File: src/rtl/id_unit_pkg.sv
// Shared decode constants for the instruction-decode unit: opcodes, R-type functs,
// ALU operation encodings and the control-strobe bundle.
package id_unit_pkg;

    localparam int unsigned RegAw = 5;

    // Primary opcodes (instruction[31:26])
    localparam logic [5:0] OpRtype = 6'h00;
    localparam logic [5:0] OpJ     = 6'h02;
    localparam logic [5:0] OpBeq   = 6'h04;
    localparam logic [5:0] OpBne   = 6'h05;
    localparam logic [5:0] OpAddi  = 6'h08;
    localparam logic [5:0] OpSlti  = 6'h0A;
    localparam logic [5:0] OpAndi  = 6'h0C;
    localparam logic [5:0] OpOri   = 6'h0D;
    localparam logic [5:0] OpLui   = 6'h0F;
    localparam logic [5:0] OpLw    = 6'h23;
    localparam logic [5:0] OpSw    = 6'h2B;

    // R-type functs (instruction[5:0])
    localparam logic [5:0] FnAdd  = 6'h20;
    localparam logic [5:0] FnAddu = 6'h21;
    localparam logic [5:0] FnSub  = 6'h22;
    localparam logic [5:0] FnSubu = 6'h23;
    localparam logic [5:0] FnAnd  = 6'h24;
    localparam logic [5:0] FnOr   = 6'h25;
    localparam logic [5:0] FnXor  = 6'h26;
    localparam logic [5:0] FnNor  = 6'h27;
    localparam logic [5:0] FnSlt  = 6'h2A;

    typedef enum logic [3:0] {
        AluAdd = 4'd0,
        AluSub = 4'd1,
        AluAnd = 4'd2,
        AluOr  = 4'd3,
        AluXor = 4'd4,
        AluNor = 4'd5,
        AluSlt = 4'd6,
        AluLui = 4'd7
    } alu_op_e;

    typedef enum logic [1:0] {
        ImmNone,
        ImmSign,
        ImmZero,
        ImmUpper
    } imm_sel_e;

    typedef struct packed {
        logic reg_write;
        logic alu_src;
        logic mem_read;
        logic mem_write;
        logic mem_to_reg;
        logic branch;
        logic jump;
    } ctrl_t;

    // Maps an R-type funct to its ALU operation; o_legal is 0 for unsupported functs.
    function automatic alu_op_e funct_to_alu(input logic [5:0] funct, output logic legal);
        legal = 1'b1;
        case (funct)
            FnAdd, FnAddu: funct_to_alu = AluAdd;
            FnSub, FnSubu: funct_to_alu = AluSub;
            FnAnd:         funct_to_alu = AluAnd;
            FnOr:          funct_to_alu = AluOr;
            FnXor:         funct_to_alu = AluXor;
            FnNor:         funct_to_alu = AluNor;
            FnSlt:         funct_to_alu = AluSlt;
            default: begin
                funct_to_alu = AluAdd;
                legal        = 1'b0;
            end
        endcase
    endfunction

endpackage

File: src/rtl/id_unit_if.sv
// Bundle between fetch/writeback (master) and the decode unit (slave).
interface id_unit_if #(
    parameter int unsigned WIDTH = 32
);
    import id_unit_pkg::*;

    logic [31:0]       instruction;
    logic              wb_en;
    logic [RegAw-1:0]  wb_addr;
    logic [WIDTH-1:0]  wb_data;

    logic [WIDTH-1:0]  rs_data;
    logic [WIDTH-1:0]  rt_data;
    logic [WIDTH-1:0]  imm_ext;
    logic [RegAw-1:0]  dst_addr;
    logic              reg_write;
    logic              alu_src;
    logic              mem_read;
    logic              mem_write;
    logic              mem_to_reg;
    logic              branch;
    logic              jump;
    logic [3:0]        alu_op;
    logic              illegal;
    logic [31:0]       instr_count;

    modport master (
        output instruction, wb_en, wb_addr, wb_data,
        input  rs_data, rt_data, imm_ext, dst_addr, reg_write, alu_src, mem_read, mem_write,
               mem_to_reg, branch, jump, alu_op, illegal, instr_count
    );

    modport slave (
        input  instruction, wb_en, wb_addr, wb_data,
        output rs_data, rt_data, imm_ext, dst_addr, reg_write, alu_src, mem_read, mem_write,
               mem_to_reg, branch, jump, alu_op, illegal, instr_count
    );

endinterface

File: src/rtl/id_unit_regfile_2r1w.sv
// Two-read one-write register file. r0 is hardwired to zero, reads are combinational
// with write-through bypass so a same-cycle writeback is visible to decode.
module regfile_2r1w
    import id_unit_pkg::*;
#(
    parameter int unsigned WIDTH = 32,
    parameter int unsigned NREGS = 32
) (
    input  logic             clk,
    input  logic             rst,
    input  logic             i_we,
    input  logic [RegAw-1:0] i_waddr,
    input  logic [WIDTH-1:0] i_wdata,
    input  logic [RegAw-1:0] i_raddr_a,
    output logic [WIDTH-1:0] o_rdata_a,
    input  logic [RegAw-1:0] i_raddr_b,
    output logic [WIDTH-1:0] o_rdata_b
);

    logic [WIDTH-1:0] r_mem [NREGS];
    logic             w_wr_ok;

    assign w_wr_ok = i_we && (i_waddr != '0) && (32'(i_waddr) < NREGS);

    // Storage: async clear, write on rising edge, r0 never written
    always_ff @(posedge clk or negedge rst) begin
        if (!rst) begin
            for (int i = 0; i < int'(NREGS); i++) begin
                r_mem[i] <= '0;
            end
        end else if (w_wr_ok) begin
            r_mem[i_waddr] <= i_wdata;
        end
    end

    // Read port A with bypass from the writeback port
    always_comb begin
        o_rdata_a = '0;
        if (i_raddr_a != '0) begin
            if (w_wr_ok && (i_waddr == i_raddr_a)) begin
                o_rdata_a = i_wdata;
            end else if (32'(i_raddr_a) < NREGS) begin
                o_rdata_a = r_mem[i_raddr_a];
            end
        end
    end

    // Read port B with bypass from the writeback port
    always_comb begin
        o_rdata_b = '0;
        if (i_raddr_b != '0) begin
            if (w_wr_ok && (i_waddr == i_raddr_b)) begin
                o_rdata_b = i_wdata;
            end else if (32'(i_raddr_b) < NREGS) begin
                o_rdata_b = r_mem[i_raddr_b];
            end
        end
    end

endmodule

File: src/rtl/id_unit.sv
// Instruction decode unit: register-file read, control decode, immediate extension and a
// running count of legally decoded instructions. Decode is purely combinational.
module id_unit
    import id_unit_pkg::*;
#(
    parameter int unsigned WIDTH = 32,
    parameter int unsigned NREGS = 32
) (
    input logic      clk,
    input logic      rst,
    id_unit_if.slave bus
);

    logic [5:0]       w_opcode;
    logic [5:0]       w_funct;
    logic [4:0]       w_rs;
    logic [4:0]       w_rt;
    logic [4:0]       w_rd;
    logic [15:0]      w_imm;
    logic [4:0]       w_unused_shamt;

    ctrl_t            w_ctrl;
    alu_op_e          w_alu_op;
    imm_sel_e         w_imm_sel;
    logic             w_use_rd;
    logic             w_illegal;
    logic             w_funct_legal;
    alu_op_e          w_funct_alu;
    logic [WIDTH-1:0] w_imm_ext;
    logic [31:0]      r_instr_count;

    assign w_opcode       = bus.instruction[31:26];
    assign w_rs           = bus.instruction[25:21];
    assign w_rt           = bus.instruction[20:16];
    assign w_rd           = bus.instruction[15:11];
    assign w_unused_shamt = bus.instruction[10:6];
    assign w_funct        = bus.instruction[5:0];
    assign w_imm          = bus.instruction[15:0];

    regfile_2r1w #(
        .WIDTH (WIDTH),
        .NREGS (NREGS)
    ) u_regfile (
        .clk       (clk),
        .rst       (rst),
        .i_we      (bus.wb_en),
        .i_waddr   (bus.wb_addr),
        .i_wdata   (bus.wb_data),
        .i_raddr_a (w_rs),
        .o_rdata_a (bus.rs_data),
        .i_raddr_b (w_rt),
        .o_rdata_b (bus.rt_data)
    );

    // R-type funct lookup, used only when the opcode is R-type
    always_comb begin
        w_funct_legal = 1'b0;
        w_funct_alu   = funct_to_alu(w_funct, w_funct_legal);
    end

    // Main control decode; an illegal encoding squashes every strobe
    always_comb begin
        w_ctrl    = '0;
        w_alu_op  = AluAdd;
        w_imm_sel = ImmNone;
        w_use_rd  = 1'b0;
        w_illegal = 1'b0;
        case (w_opcode)
            OpRtype: begin
                w_use_rd         = 1'b1;
                w_ctrl.reg_write = 1'b1;
                w_alu_op         = w_funct_alu;
                w_illegal        = !w_funct_legal;
            end
            OpLw: begin
                w_imm_sel         = ImmSign;
                w_ctrl.alu_src    = 1'b1;
                w_ctrl.mem_read   = 1'b1;
                w_ctrl.mem_to_reg = 1'b1;
                w_ctrl.reg_write  = 1'b1;
            end
            OpSw: begin
                w_imm_sel        = ImmSign;
                w_ctrl.alu_src   = 1'b1;
                w_ctrl.mem_write = 1'b1;
            end
            // Fetch tells beq from bne by instruction[26]
            OpBeq, OpBne: begin
                w_alu_op      = AluSub;
                w_imm_sel     = ImmSign;
                w_ctrl.branch = 1'b1;
            end
            OpAddi: begin
                w_imm_sel        = ImmSign;
                w_ctrl.alu_src   = 1'b1;
                w_ctrl.reg_write = 1'b1;
            end
            OpSlti: begin
                w_alu_op         = AluSlt;
                w_imm_sel        = ImmSign;
                w_ctrl.alu_src   = 1'b1;
                w_ctrl.reg_write = 1'b1;
            end
            OpAndi: begin
                w_alu_op         = AluAnd;
                w_imm_sel        = ImmZero;
                w_ctrl.alu_src   = 1'b1;
                w_ctrl.reg_write = 1'b1;
            end
            OpOri: begin
                w_alu_op         = AluOr;
                w_imm_sel        = ImmZero;
                w_ctrl.alu_src   = 1'b1;
                w_ctrl.reg_write = 1'b1;
            end
            OpLui: begin
                w_alu_op         = AluLui;
                w_imm_sel        = ImmUpper;
                w_ctrl.alu_src   = 1'b1;
                w_ctrl.reg_write = 1'b1;
            end
            OpJ: begin
                w_ctrl.jump = 1'b1;
            end
            default: begin
                w_illegal = 1'b1;
            end
        endcase
        if (w_illegal) begin
            w_ctrl = '0;
        end
    end

    // Immediate extension selected by the decoded instruction class
    always_comb begin
        w_imm_ext = '0;
        case (w_imm_sel)
            ImmSign:  w_imm_ext = WIDTH'(signed'(w_imm));
            ImmZero:  w_imm_ext = WIDTH'(w_imm);
            ImmUpper: w_imm_ext = WIDTH'({w_imm, 16'h0000});
            default:  w_imm_ext = '0;
        endcase
    end

    // Count legal decodes; wraps naturally at 2^32
    always_ff @(posedge clk or negedge rst) begin
        if (!rst) begin
            r_instr_count <= '0;
        end else if (!w_illegal) begin
            r_instr_count <= r_instr_count + 32'd1;
        end
    end

    assign bus.imm_ext     = w_imm_ext;
    assign bus.dst_addr    = w_use_rd ? w_rd : w_rt;
    assign bus.reg_write   = w_ctrl.reg_write;
    assign bus.alu_src     = w_ctrl.alu_src;
    assign bus.mem_read    = w_ctrl.mem_read;
    assign bus.mem_write   = w_ctrl.mem_write;
    assign bus.mem_to_reg  = w_ctrl.mem_to_reg;
    assign bus.branch      = w_ctrl.branch;
    assign bus.jump        = w_ctrl.jump;
    assign bus.alu_op      = w_alu_op;
    assign bus.illegal     = w_illegal;
    assign bus.instr_count = r_instr_count;

endmodule

File: src/flat_wrapper.sv
// flat-port wrapper written by rule: the top's interface ports become plain ports
module id_unit_flat import id_unit_pkg::*;
#(
    parameter int unsigned WIDTH = 32,
    parameter int unsigned NREGS = 32
)
  (clk, rst, bus_instruction, bus_wb_en, bus_wb_addr, bus_wb_data, bus_rs_data, bus_rt_data, bus_imm_ext, bus_dst_addr, bus_reg_write, bus_alu_src, bus_mem_read, bus_mem_write, bus_mem_to_reg, bus_branch, bus_jump, bus_alu_op, bus_illegal, bus_instr_count);
  id_unit_if #(.WIDTH(WIDTH)) bus_i ();
  input logic clk;
  input logic rst;
  input wire logic [$bits(bus_i.instruction)-1:0] bus_instruction;
  input wire logic [$bits(bus_i.wb_en)-1:0] bus_wb_en;
  input wire logic [$bits(bus_i.wb_addr)-1:0] bus_wb_addr;
  input wire logic [$bits(bus_i.wb_data)-1:0] bus_wb_data;
  output wire logic [$bits(bus_i.rs_data)-1:0] bus_rs_data;
  output wire logic [$bits(bus_i.rt_data)-1:0] bus_rt_data;
  output wire logic [$bits(bus_i.imm_ext)-1:0] bus_imm_ext;
  output wire logic [$bits(bus_i.dst_addr)-1:0] bus_dst_addr;
  output wire logic [$bits(bus_i.reg_write)-1:0] bus_reg_write;
  output wire logic [$bits(bus_i.alu_src)-1:0] bus_alu_src;
  output wire logic [$bits(bus_i.mem_read)-1:0] bus_mem_read;
  output wire logic [$bits(bus_i.mem_write)-1:0] bus_mem_write;
  output wire logic [$bits(bus_i.mem_to_reg)-1:0] bus_mem_to_reg;
  output wire logic [$bits(bus_i.branch)-1:0] bus_branch;
  output wire logic [$bits(bus_i.jump)-1:0] bus_jump;
  output wire logic [$bits(bus_i.alu_op)-1:0] bus_alu_op;
  output wire logic [$bits(bus_i.illegal)-1:0] bus_illegal;
  output wire logic [$bits(bus_i.instr_count)-1:0] bus_instr_count;
  assign bus_i.instruction = bus_instruction;
  assign bus_i.wb_en = bus_wb_en;
  assign bus_i.wb_addr = bus_wb_addr;
  assign bus_i.wb_data = bus_wb_data;
  assign bus_rs_data = bus_i.rs_data;
  assign bus_rt_data = bus_i.rt_data;
  assign bus_imm_ext = bus_i.imm_ext;
  assign bus_dst_addr = bus_i.dst_addr;
  assign bus_reg_write = bus_i.reg_write;
  assign bus_alu_src = bus_i.alu_src;
  assign bus_mem_read = bus_i.mem_read;
  assign bus_mem_write = bus_i.mem_write;
  assign bus_mem_to_reg = bus_i.mem_to_reg;
  assign bus_branch = bus_i.branch;
  assign bus_jump = bus_i.jump;
  assign bus_alu_op = bus_i.alu_op;
  assign bus_illegal = bus_i.illegal;
  assign bus_instr_count = bus_i.instr_count;
  id_unit #(.WIDTH(WIDTH), .NREGS(NREGS)) u_core (.clk(clk), .rst(rst), .bus(bus_i));
endmodule
File: config.mk
export PLATFORM = sky130hd
export DESIGN_NAME = id_unit_flat
export DESIGN_NICKNAME = d
export VERILOG_FILES = /design/src/rtl/id_unit_pkg.sv /design/src/rtl/id_unit_if.sv /design/src/rtl/id_unit_regfile_2r1w.sv /design/src/rtl/id_unit.sv /design/src/flat_wrapper.sv
export SDC_FILE = /design/constraint.sdc
export NUM_CORES = 2
export LEC_CHECK = 0
export CORE_ASPECT_RATIO = 0.6
export CORE_MARGIN = 1.5
export CORE_UTILIZATION = 25
export CTS_CLUSTER_DIAMETER = 40
export DETAILED_ROUTE_END_ITERATION = 16
export SYNTH_ARGS = -nofsm -noshare
export SYNTH_HDL_FRONTEND = slang
export SYNTH_SLANG_ARGS = --single-unit
File: constraint.sdc
create_clock -name clk -period 2.49 [get_ports clk]
set_input_delay 0.249 -clock clk [delete_from_list [all_inputs] [get_ports clk]]
set_output_delay 0.249 -clock clk [all_outputs]
set_load 0.05 [all_outputs]
Word level (Yosys, flattened, before mapping)
Cells that the tools add are included.

Add/sub/neg operators: 1. Multipliers: 0. Divide/modulo/power cells: 0. Magnitude comparators: 4. Equal/unequal tests: 24. Shift operators: 0. Muxes and demuxes: 28. Bitwise logic cells: 3. Reduce and logical (&&, ||, !) cells: 17.

Operators with widths (number): bitwise mux 1024 bit (1); binary-select mux 32 bit (select 5 bit) (2); 2-to-1 mux 32 bit (9); demux 32 bit (select 5 bit) (1); case mux 32 bit (3 select lines) (1); equality test 6 bit (second input constant) (11); case mux 3 bit (6 select lines) (2); adder 32 x 1 -> 32 bit (second input constant) (1); equality test 6 x 4 -> 1 bit (second input constant) (5); >= comparator 6 bit (second input constant) (3); NOT 5 -> 6 bit (3); nonzero test 5 bit (3); OR reduction 7 bit (2); equality test 6 x 3 -> 1 bit (second input constant) (2); equality test 5 bit (2); OR reduction 10 bit (1); OR reduction 9 bit (1); 2-to-1 mux 1 bit (8); 2-to-1 mux 7 bit (1); equality test 6 x 2 -> 1 bit (second input constant) (1); zero test 6 bit (1); less-than comparator 6 x 1 -> 1 bit (second input constant) (1); case mux 2 bit (3 select lines) (1); OR reduction 2 bit (3); other kinds (7) (11).

Register bits after elaboration: 1056. Bits in latches: 0. Bits in writable memories: 0. Memory bits (read-only): 0. Input port bits: 72. Output and inout port bits: 145. Word-level logic and storage cells: 110. Memories: 0.

Logic depth before layout (Yosys ltp)
Depth after elaboration: 6. Gate-level depth with buffers: 11.

Modules after synthesis
A second synthesis with hierarchy kept.

Cells, all modules: 4180. Area, all modules: 57935.6 sq um.

Modules (own cells, without submodules): regfile_2r1w (instances 1, cells each 3939, area an instance 55732.2 sq um, seq. area each 25624.6 sq um); id_unit (instances 1, cells each 241, area an instance 2203.4 sq um, seq. area each 800.8 sq um).

Least setup slack after synthesis
OpenSTA, ideal clock, no wires.

Kind: input-to-output. Start point: input port bus_instruction[16]. End point: output port bus_rt_data[30]. Arrival time: 3.366 ns. Setup slack: -1.125 ns. Cell stages on the path: 8. Cell sequence: buf_2 > buf_2 > buf_2 > buf_2 > nor4_1 > or2_2 > clkbuf_1 > o41ai_1.

Cells in the longest elaborated chain, start to end: 6.

Ends and longest elaborated chain: from (decl) (RTL line flat_wrapper.sv:11) `input wire logic [$bits(bus_i.instruction)-1:0] bus_instruction;`; NOT 5 -> 6 bit (not written as such) (RTL line id_unit_regfile_2r1w.sv:55) `o_rdata_b = r_mem[i_raddr_b];`; binary-select mux 32 bit (select 5 bit) (RTL line id_unit_regfile_2r1w.sv:55); 2-to-1 mux 32 bit (not written as such) (2 in series) (RTL line id_unit_regfile_2r1w.sv:55); 2-to-1 mux 32 bit (RTL line id_unit_regfile_2r1w.sv:52) `if (w_wr_ok && (i_waddr == i_raddr_b)) begin`; 2-to-1 mux 32 bit (*) (RTL line id_unit_regfile_2r1w.sv:51) `if (i_raddr_b != '0) begin`; to (decl) (RTL line flat_wrapper.sv:16) `output wire logic [$bits(bus_i.rt_data)-1:0] bus_rt_data;`.

Every way passes the cells marked *; elsewhere a longest branch is shown, timed or not. The select of a mux whose other input is x is not followed.

Worst setup path after layout
Start point: register u_core.u_regfile.r_mem[818] (netlist bit). End point: output port bus_rt_data[18].

Cells in the longest elaborated chain, start to end: 5.

Ends and longest elaborated chain: from (decl) (RTL line id_unit_regfile_2r1w.sv:20) `logic [WIDTH-1:0] r_mem [NREGS];`; from (signal, indexed assignment) (RTL line id_unit_regfile_2r1w.sv:32) `r_mem[i_waddr] <= i_wdata;`; binary-select mux 32 bit (select 5 bit) (RTL line id_unit_regfile_2r1w.sv:55); 2-to-1 mux 32 bit (not written as such) (2 in series) (RTL line id_unit_regfile_2r1w.sv:55); 2-to-1 mux 32 bit (RTL line id_unit_regfile_2r1w.sv:52); 2-to-1 mux 32 bit (RTL line id_unit_regfile_2r1w.sv:51).

No other way between the ends. The select of a mux whose other input is x is not followed.

==> out/qor.yml <==
crit_arrival_ps: 3030
grt_first_pass_wirelength_um: 308000
rsz0062_at_grt: "yes"
viasPerCell: 5.29
drtIter0Drc: 4273
peakVddDrop_mv: 0.607
total_leakage_power_nw: 32.2
dominantRegCellSynth: "dfrtp_1"
clock-sinks: 1056
io_pins: 217
area_growth_pct: 32.4
layout.cells.non_filler: 7536
start_util_pct: 25.2
synth_cells: 3862
final_nets: 4480
setup_viol: 64
status: "finished, violations left"
relSlewSlack_pct: 50.0
criticalPathCategory: "reg2out"
ant_nets: 0
gp_congestion: 0.855
cts_tree: "yes"
setup_ws_ps: -792
worst_pin_slew_ps: 747
cts-root-buf: "clkbuf_16"
cp_data_required_time_ps: 2240
grt_overflow: 0
synth_edf_count: 0
antenna_found_initial: 8
die_area_sq_um: 231000
fmax_ghz: 0.305
die_width_um: 620
p_per_area_nw_per_um2: 784
start_kind: "flip-flop"
worst_setup_path_end_kind: "output port"
drv_cap: 0
reg2reg_slack_ps: 460
reg2reg_from: "u_core.bus.instr_count[3]"
hold_violations: 0
io_buffers: 215
num_vias: 39888
clockBufferDepth: 3
drive_gt1_share_pct: 60.0
finalPower_mw: 59.2
grt_pass1_vias: 40544
path_cells: "mux4_2, mux4_2, o211ai_1, nand2_2, buf_12"
wl_um: 212000
routedWlPerCell_um: 28.2
grt_max_degree: 127
min_path_type: "in2async"
die_height_um: 373
dp_slack_ps: -897
drt_pre_antenna_iters: 7
period_needed_ps: 3280
drc: 0
max_stage_delay_ps: 530
tritoncts.num_buffers: 140
yosys_warnings: 0
syn_nets: 3935
r2r_cells: 7
ys_seq_elements: 1056
crit_slowest_cell: "mux4_2"
dp_cells: 7199
path_max_fanout: 2
avgSynthCellArea_sq_um: 14.8
ys_seq_area_share_pct: 46.3
path_clk_slew_ps: 50
violations: "negative setup slack"
core_area_sq_um: 226000
synth_area_sq_um: 57000
fin_skew_ps: 12.8
grtUsageTotal_pct: 18.2
drv_slew: 0
final_core_util_pct: 33.4
worstSkewPairLatency_ps: 780
reg2reg_to: "u_core.bus.instr_count[31]"
htree_levels: 4
num_rows: 135
synthArstFlopShare_pct: 100
dp_hpwl_um: 142000
synth_cell_types: 60
period_share_pct: 132
crit_path_frequent_cell: "mux4_2"
## per-layer routing
metal  vias to the layer above  share of wire (%)  global-route usage [%]
met1                     21750                 45                    26.5
met3                       356                8.2                    4.03
met2                      1761                 44                    26.7
met5                         -              0.011                       0
li1                      16017                  -                       -
met4                         4                2.9                    5.65
## how the worst max path moves through the flow
stage | start | end | slack (ps) | cells after the start
detailed placement | bus_wb_addr[0] | bus_rt_data[24] | -900 | 11
floorplan | bus_wb_addr[2] | bus_rt_data[24] | -400 | 6
global placement | bus_wb_addr[0] | bus_rt_data[24] | -910 | 11
finish | u_core.u_regfile.r_mem[818] | bus_rt_data[18] | -790 | 5
CTS | u_core.u_regfile.r_mem[523] | bus_rt_data[11] | -870 | 5
global route | u_core.u_regfile.r_mem[811] | bus_rt_data[11] | -820 | 5
## logic make-up after synthesis
| logic type | Yosys count | synth area share [%] |
|---|---|---|
| fa+ha+maj | 2 | 0.0395 |
| other cells | 1 | 0.00658 |
| buf+inv | 448 | 3.24 |
| flops | 1056 | 46.3 |
| simple gates | 359 | 3.20 |
| compound gates | 300 | 3.56 |
| mux | 1653 | 43.0 |
| xor+xnor | 43 | 0.660 |
## worst max-delay path: cells and delay by family, from the launching register on
family / cells / cell delay (ps)
buf+inv: 1 / 190
mux: 2 / 1020
simple gates: 1 / 200
flops: 1 / 410
compound gates: 1 / 430
## per-stage QoR
stage	hold WS (ps)	setup TNS, ps	cell area, sq um
CTS	40.8	-36980	75200
floorplan	-46.6	-3300	57800
global placement	218	-35810	69400
global route	65.0	-37120	75500
detailed placement	230	-39480	69400
finish	44.8	-32820	75500
## final cells by class
| class | instances | area [sq um] |
|---|---|---|
| antenna | 5 | 12.5 |
| clock buffer | 171 | 3850 |
| clock inverter | 81 | 1110 |
| fill | 21511 | 151000 |
| inverter | 13 | 48.8 |
| multi-input combinational | 2358 | 30100 |
| sequential | 1056 | 26400 |
| tap | 3014 | 3770 |
| timing repair buffer | 838 | 10200 |
## where the power goes
group | leakage, nW | switching, mW | internal (mW)
clock | 2.39 | 8.40 | 13.2
combinational | 16.2 | 6.33 | 8.36
sequential | 13.6 | 2.52 | 20.4
## state kept, by name, indices dropped and copies added, names as in the netlist
name                    count
u_core.u_regfile.r_mem   1024
u_core.bus.instr_count     32
## Yosys cell counts, types with 3 or more instances
master	n	area share (%)
dfrtp_1	1056	46
mux2_2	981	19
mux4_2	537	21
clkbuf_1	329	2.2
nand2_1	149	0.98
mux2i_1	134	2.4
o21ai_0	76	0.67
buf_2	62	0.54
a22oi_1	56	0.74
nor2b_1	44	0.48
nor2_1	35	0.23
a211oi_1	34	0.45
xor2_1	33	0.51
a21oi_1	31	0.27
nor3_1	30	0.26
a221oi_1	26	0.40
o211ai_1	24	0.32
buf_1	23	0.15
buf_4	18	0.24
and2_1	16	0.18
a21o_1	15	0.20
inv_1	13	0.086
nand3_1	13	0.11
o22ai_1	11	0.12
nor3b_1	10	0.13
nor4_1	10	0.11
o31ai_1	10	0.13
xnor2_1	10	0.15
nor4b_1	9	0.14
nand2b_1	8	0.088
and3_1	5	0.055
nand3b_1	5	0.066
nand4_1	4	0.044
or2_2	4	0.044
a31oi_1	3	0.033
and4_1	3	0.046
buf_6	3	0.059
or3_1	3	0.033
## cell usage in the layout (no fill, tap or decap), types with 20 or more instances in the layout
| cell | netlist | routed |
|---|---|---|
| xor2_1 | 33 | 33 |
| dfrtp_1 | 1056 | 1056 |
| a22oi_2 | 0 | 29 |
| clkbuf_16 | 0 | 144 |
| buf_12 | 0 | 281 |
| nand2_2 | 0 | 24 |
| nor2b_1 | 44 | 38 |
| buf_6 | 3 | 24 |
| a21oi_1 | 31 | 25 |
| mux4_2 | 537 | 537 |
| a22oi_1 | 56 | 27 |
| o211ai_1 | 24 | 24 |
| o21ai_4 | 0 | 27 |
| nand2_1 | 149 | 112 |
| o21ai_0 | 76 | 43 |
| mux2i_1 | 134 | 132 |
| a211oi_1 | 34 | 28 |
| clkdlybuf4s50_1 | 0 | 87 |
| buf_4 | 18 | 435 |
| bufinv_16 | 0 | 20 |
| mux2_2 | 981 | 981 |
## repair_timing
item,4_1_cts,5_1_grt
setup buffers,69,22
resized for setup,94,39
endpoints found under the hold margin,506,0
pin swaps,80,49
endpoints found under the setup margin,87,95
hold buffers,1,0
cloned,0,0
No activity file was read; power rests on OpenSTA's default activity.
